==> config.mk <==
export PLATFORM = sky130hd
export DESIGN_NAME = ascon_perm_sequencer_flat
export DESIGN_NICKNAME = d
export VERILOG_FILES = /design/src/rtl/ascon_perm_if.sv /design/src/rtl/ascon_perm_sequencer.sv /design/src/flat_wrapper.sv
export SDC_FILE = /design/constraint.sdc
export NUM_CORES = 1
export LEC_CHECK = 0
export CAP_MARGIN = 15
export CORE_AREA = 2 2 501 503
export DETAILED_ROUTE_END_ITERATION = 8
export DIE_AREA = 0 0 503 505
export PLACE_DENSITY = 0.38
export SYNTH_ARGS = -nofsm -noshare
export SYNTH_HDL_FRONTEND = slang
export SYNTH_SLANG_ARGS = --single-unit
==> constraint.sdc <==
create_clock -name clock_i -period 2.43 [get_ports clock_i]
set_clock_uncertainty 0.15 [all_clocks]
set_input_delay 0.486 -clock clock_i [delete_from_list [all_inputs] [get_ports clock_i]]
set_output_delay 0.486 -clock clock_i [all_outputs]
set_load 0.02 [all_outputs]
==> src/rtl/ascon_perm_if.sv <==
// Host-side handshake bundle for the Ascon permutation sequencer.
// The AEAD mode FSM is the master, the sequencer is the slave.
interface ascon_perm_if;
  typedef logic [4:0][63:0] type_state;

  logic      start_i;
  logic      mode_i;
  type_state state_i;
  logic      ready_o;
  logic      busy_o;
  logic      valid_o;
  type_state state_o;

  modport master (
    output start_i,
    output mode_i,
    output state_i,
    input  ready_o,
    input  busy_o,
    input  valid_o,
    input  state_o
  );

  modport slave (
    input  start_i,
    input  mode_i,
    input  state_i,
    output ready_o,
    output busy_o,
    output valid_o,
    output state_o
  );
endinterface

==> src/rtl/ascon_perm_sequencer.sv <==
// Iterative Ascon permutation controller: owns the 320-bit state and the
// round counter, and steps an external round datapath once per clock.
module ascon_perm_sequencer #(
  parameter int unsigned ROUNDS_A = 12,
  parameter int unsigned ROUNDS_B = 6
) (
  input  logic             clock_i,
  input  logic             resetb_i,
  ascon_perm_if.slave      host,
  input  logic [4:0][63:0] round_result_i,
  output logic [4:0][63:0] round_state_o,
  output logic [3:0]       round_o
);

  localparam logic [3:0] FIRST_A = 4'(12 - ROUNDS_A);
  localparam logic [3:0] FIRST_B = 4'(12 - ROUNDS_B);
  localparam logic [3:0] LAST    = 4'd11;

  typedef enum logic [1:0] {
    IDLE,
    RUN,
    DONE
  } fsm_e;

  fsm_e             fsm_q;
  logic [4:0][63:0] state_q;
  logic [3:0]       cnt_q;
  logic [3:0]       last_q;
  logic             ready_q;
  logic             busy_q;
  logic             valid_q;

  logic [3:0]       first_d;
  logic             load_d;

  assign first_d = host.mode_i ? FIRST_B : FIRST_A;
  assign load_d  = host.start_i && ready_q;

  always_ff @(posedge clock_i or negedge resetb_i) begin
    if (!resetb_i) begin
      fsm_q   <= IDLE;
      state_q <= '0;
      cnt_q   <= '0;
      last_q  <= '0;
      ready_q <= 1'b1;
      busy_q  <= 1'b0;
      valid_q <= 1'b0;
    end else begin
      unique case (fsm_q)
        IDLE, DONE: begin
          valid_q <= 1'b0;
          if (load_d) begin
            fsm_q   <= RUN;
            state_q <= host.state_i;
            cnt_q   <= first_d;
            last_q  <= LAST;
            ready_q <= 1'b0;
            busy_q  <= 1'b1;
          end else begin
            fsm_q   <= IDLE;
            ready_q <= 1'b1;
            busy_q  <= 1'b0;
          end
        end
        RUN: begin
          state_q <= round_result_i;
          // the final round leaves the counter parked at its last index
          if (cnt_q == last_q) begin
            fsm_q   <= DONE;
            ready_q <= 1'b1;
            busy_q  <= 1'b0;
            valid_q <= 1'b1;
          end else begin
            cnt_q <= cnt_q + 4'd1;
          end
        end
        default: begin
          fsm_q   <= IDLE;
          ready_q <= 1'b1;
          busy_q  <= 1'b0;
          valid_q <= 1'b0;
        end
      endcase
    end
  end

  assign round_state_o = state_q;
  assign round_o       = cnt_q;
  assign host.state_o  = state_q;
  assign host.ready_o  = ready_q;
  assign host.busy_o   = busy_q;
  assign host.valid_o  = valid_q;

endmodule

==> src/flat_wrapper.sv <==
// flat-port wrapper written by rule: the top's interface ports become plain ports
module ascon_perm_sequencer_flat 
#(
  parameter int unsigned ROUNDS_A = 12,
  parameter int unsigned ROUNDS_B = 6
)
  (clock_i, resetb_i, round_result_i, round_state_o, round_o, host_start_i, host_mode_i, host_state_i, host_ready_o, host_busy_o, host_valid_o, host_state_o);
  ascon_perm_if host_i ();
  input  logic clock_i;
  input  logic resetb_i;
  input  logic [4:0][63:0] round_result_i;
  output logic [4:0][63:0] round_state_o;
  output logic [3:0] round_o;
  input wire logic [$bits(host_i.start_i)-1:0] host_start_i;
  input wire logic [$bits(host_i.mode_i)-1:0] host_mode_i;
  input wire logic [$bits(host_i.state_i)-1:0] host_state_i;
  output wire logic [$bits(host_i.ready_o)-1:0] host_ready_o;
  output wire logic [$bits(host_i.busy_o)-1:0] host_busy_o;
  output wire logic [$bits(host_i.valid_o)-1:0] host_valid_o;
  output wire logic [$bits(host_i.state_o)-1:0] host_state_o;
  assign host_i.start_i = host_start_i;
  assign host_i.mode_i = host_mode_i;
  assign host_i.state_i = host_state_i;
  assign host_ready_o = host_i.ready_o;
  assign host_busy_o = host_i.busy_o;
  assign host_valid_o = host_i.valid_o;
  assign host_state_o = host_i.state_o;
  ascon_perm_sequencer #(.ROUNDS_A(ROUNDS_A), .ROUNDS_B(ROUNDS_B)) u_core (.clock_i(clock_i), .resetb_i(resetb_i), .host(host_i), .round_result_i(round_result_i), .round_state_o(round_state_o), .round_o(round_o));
endmodule
==> results <==
-- repair_timing --
action	in CTS	in global routing
hold buffers	1	0
endpoints found under the setup margin	332	5
resized for setup	338	5
setup buffers	0	0
hold endpoints to repair	176	0
-- per-stage QoR --
| stage | instance area, µm² | worst slack (ns) | total power, µW |
|---|---|---|---|
| 4_1_cts | 34200 | 0.000168 | 52900 |
| 2_1_floorplan | 18000 | 0.638 | 28500 |
| 3_3_place_gp | 33100 | 0.0823 | 47500 |
| 5_1_grt | 34300 | 0.00219 | 54400 |
| 3_5_place_dp | 33100 | 0.0537 | 47500 |
| 6_report | 34400 | 0.0601 | 51700 |
-- logic make-up after synthesis --
group	count (synthesis)	share of synthesized area
AND/OR/NAND/NOR	337	0.0953
adder cells (fa/ha/maj)	1	0.000693
AO/OA/AOI/OAI	332	0.0941
buffers and inverters	467	0.175
flip-flops	329	0.456
multiplexers	322	0.179
-- metal layers --
metal  GRT usage  vias to the layer above  routed length [µm]
li1            -                     8061                   -
met1       0.146                     9123               65500
met2       0.215                     1203               80800
met3      0.0926                      214               28400
met4      0.0280                      108                3310
met5           0                        -                 708
-- worst max-delay path by stage --
| stage | start | cells past startpoint | end | slack (ns) |
|---|---|---|---|---|
| finish | u_core.host.state_o[156] | 1 | host_state_o[156] | 0.06 |
| global route | u_core.host.state_o[90] | 1 | host_state_o[90] | 0.002 |
| CTS | u_core.host.state_o[249] | 1 | host_state_o[249] | 0.0002 |
| detailed placement | host_start_i | 6 | u_core.host.state_o[260] | 0.05 |
| global placement | host_start_i | 6 | u_core.host.state_o[259] | 0.08 |
| floorplan | u_core.round_o[0] | 3 | u_core.round_o[1] | 0.64 |
-- sequential cells by signal, indices dropped and copies added (netlist names) --
signal and count:
u_core.fsm_q 1, u_core.host.busy_o 1, u_core.host.ready_o 1, u_core.host.state_o 320, u_core.host.valid_o 1, u_core.last_q 1, u_core.round_o 4
-- area by class of cell --
| type | instances | area share |
|---|---|---|
| repair buffers | 1403 | 0.397 |
| inverters | 2 | 0.000219 |
| well taps | 3330 | 0.121 |
| diodes | 48 | 0.00350 |
| clock inverters | 7 | 0.00404 |
| clock buffers | 71 | 0.0397 |
| flip-flops and latches | 329 | 0.240 |
| multi-input cells | 992 | 0.194 |
-- power groups by stage --
stage	logic [µW]	clock network (µW)	registers, µW
5_1_grt	34400	7480	12500
3_3_place_gp	35200	0	12200
3_5_place_dp	35200	0	12300
6_report	32500	7060	12200
4_1_cts	33400	7330	12200
2_1_floorplan	14800	0	13800
-- Yosys cell counts --
| cell | n |
|---|---|
| dfrtp_1 | 328 |
| clkbuf_1 | 71 |
| dfstp_2 | 1 |
| o31a_1 | 1 |
| and3_1 | 1 |
| a21boi_0 | 1 |
| a21oi_1 | 1 |
| and3b_1 | 1 |
| nor2_4 | 1 |
| and2b_1 | 1 |
| o211ai_1 | 1 |
| buf_4 | 351 |
| o311ai_0 | 1 |
| nor4_1 | 1 |
| a2111oi_2 | 1 |
| ha_1 | 1 |
| and4b_1 | 1 |
| or4_1 | 1 |
| clkbuf_4 | 1 |
| a211oi_1 | 1 |
| buf_1 | 9 |
| buf_2 | 7 |
| a22o_1 | 1 |
| nand2_1 | 2 |
| buf_6 | 7 |
| o21ai_0 | 282 |
| nand4_1 | 2 |
| nand2b_1 | 2 |
| clkbuf_2 | 19 |
| and2_1 | 1 |
| o21ai_1 | 40 |
| a311oi_1 | 2 |
| nand3b_1 | 1 |
| nand3_1 | 320 |
| mux2i_1 | 322 |
| nor2_1 | 1 |
| inv_1 | 2 |
| or4_4 | 1 |
==> results.cfg <==
[run_status]
status = finished, final reports clean

[finish]
nFillCells = 28600
syn_to_final_growth_pct = 90.3
layout.area.seq_um2 = 8250
drive_gt1_frac = 0.0974
multi_input_area_um2 = 6660
final_common_cell = clkdlybuf4s50_1
final_core_util = 0.138
final_cell_mix = clkdlybuf4s50_1 (882), dlygate4sd2_1 (325), mux2i_1 (322), nand3_1 (320), dfrtp_1 (316)
fin_cells = 6182
nets = 3419

[critical_path]
critPathBufInv = 1
reg2regPathDepth = 5
crit_chain = clkdlybuf4s50_1
critPathKind = flop to primary output
r2r-start = u_core.host.valid_o
worstPathArrival_ns = 1.73
cp_top_family = buffers and inverters
slowest_stage = clkdlybuf4s50_1
crit_required_ns = 1.79
max_stage_delay_ns = 0.65
reg2reg_to = u_core.host.state_o[252]
r2r_slack_ns = 0.27
critPathLaunchType = flop
endpoint_kind = primary output
crit_fanout = 3

[detailed_routing]
vias_per_cell = 3.03
drc = 0
wirelength_um = 179000
wl_per_cell_um = 28.9
first_iter_violations = 1265
firstDrtPassIters = 5
ant_nets = 0
vias = 18700

[power]
power_frac_comb = 0.628
vdd_ir_drop_max_mv = 0.496
power.switching_uw = 27200
clockPowerShare = 0.137
power.density_nw_per_um2 = 1500
p_leak_uw = 0.0144
pwr-share-seq = 0.236
switching_share = 0.525
intPower_uw = 24500

[global_routing]
grtUsageTotal = 0.135
grt-ovfl-total = 0
grt_pass1_wl_um = 221000
antenna_found_initial = 141
grt_pass1_vias = 19300
grt_start_max_net_pins = 101

[placed_design]
gp_congestion = 0.873
dp.cells = 6055
dp_hpwl_um = 158000
port_buffers = 1290

[floorplanning]
io_pins = 1291
start_util = 0.0727
fp.dieH_um = 505
die-area_um2 = 254000
rows = 183
dieWidth_um = 503
coreArea_um2 = 248000

[sta]
relSlewSlack = 0.524
worst_pin_slew_ns = 0.715
drv_slew = 0
max_freq_mhz = 422
fin_setup_tns_ns = 0
period_minus_slack_ns = 2.37
finalHoldViolCount = 0
setup_viol = 0
rsz0062_at_grt = false
fin_crit_sh = 0.975
hold_slack_ns = 0.154

[yosys]
synth-warning-count = 0
synth.largest_area_cell = dfrtp_1
synthesis.area_um2 = 18000
ys_ff_latch = 329
synth_top_area_frac = 0.455
yosys-top-cells-area = dfrtp_1 (45%), mux2i_1 (18%), buf_4 (15%), nand3_1 (8.9%), o21ai_0 (7.8%)
avgSynthCellArea_um2 = 10.1
netlist_instances = 1788
seq_area_frac_synth = 0.456
synth_nets = 2433
ys_types = 38

[clocking]
htreeDepth = 2
clock_sinks = 329
cts.reportedPaths.clkPinSlew_ns = 0.06
clockRootBuffer = clkbuf_16
cts_buffer_depth = 3
clk_latency_ns = 0.64
cts_buffers = 46
cts_tree = built

[hold_path]
hold_class = primary input to asynchronous set/reset pin

[flow_run]
cap_violations = 0
No activity file was read; power rests on OpenSTA's default activity.
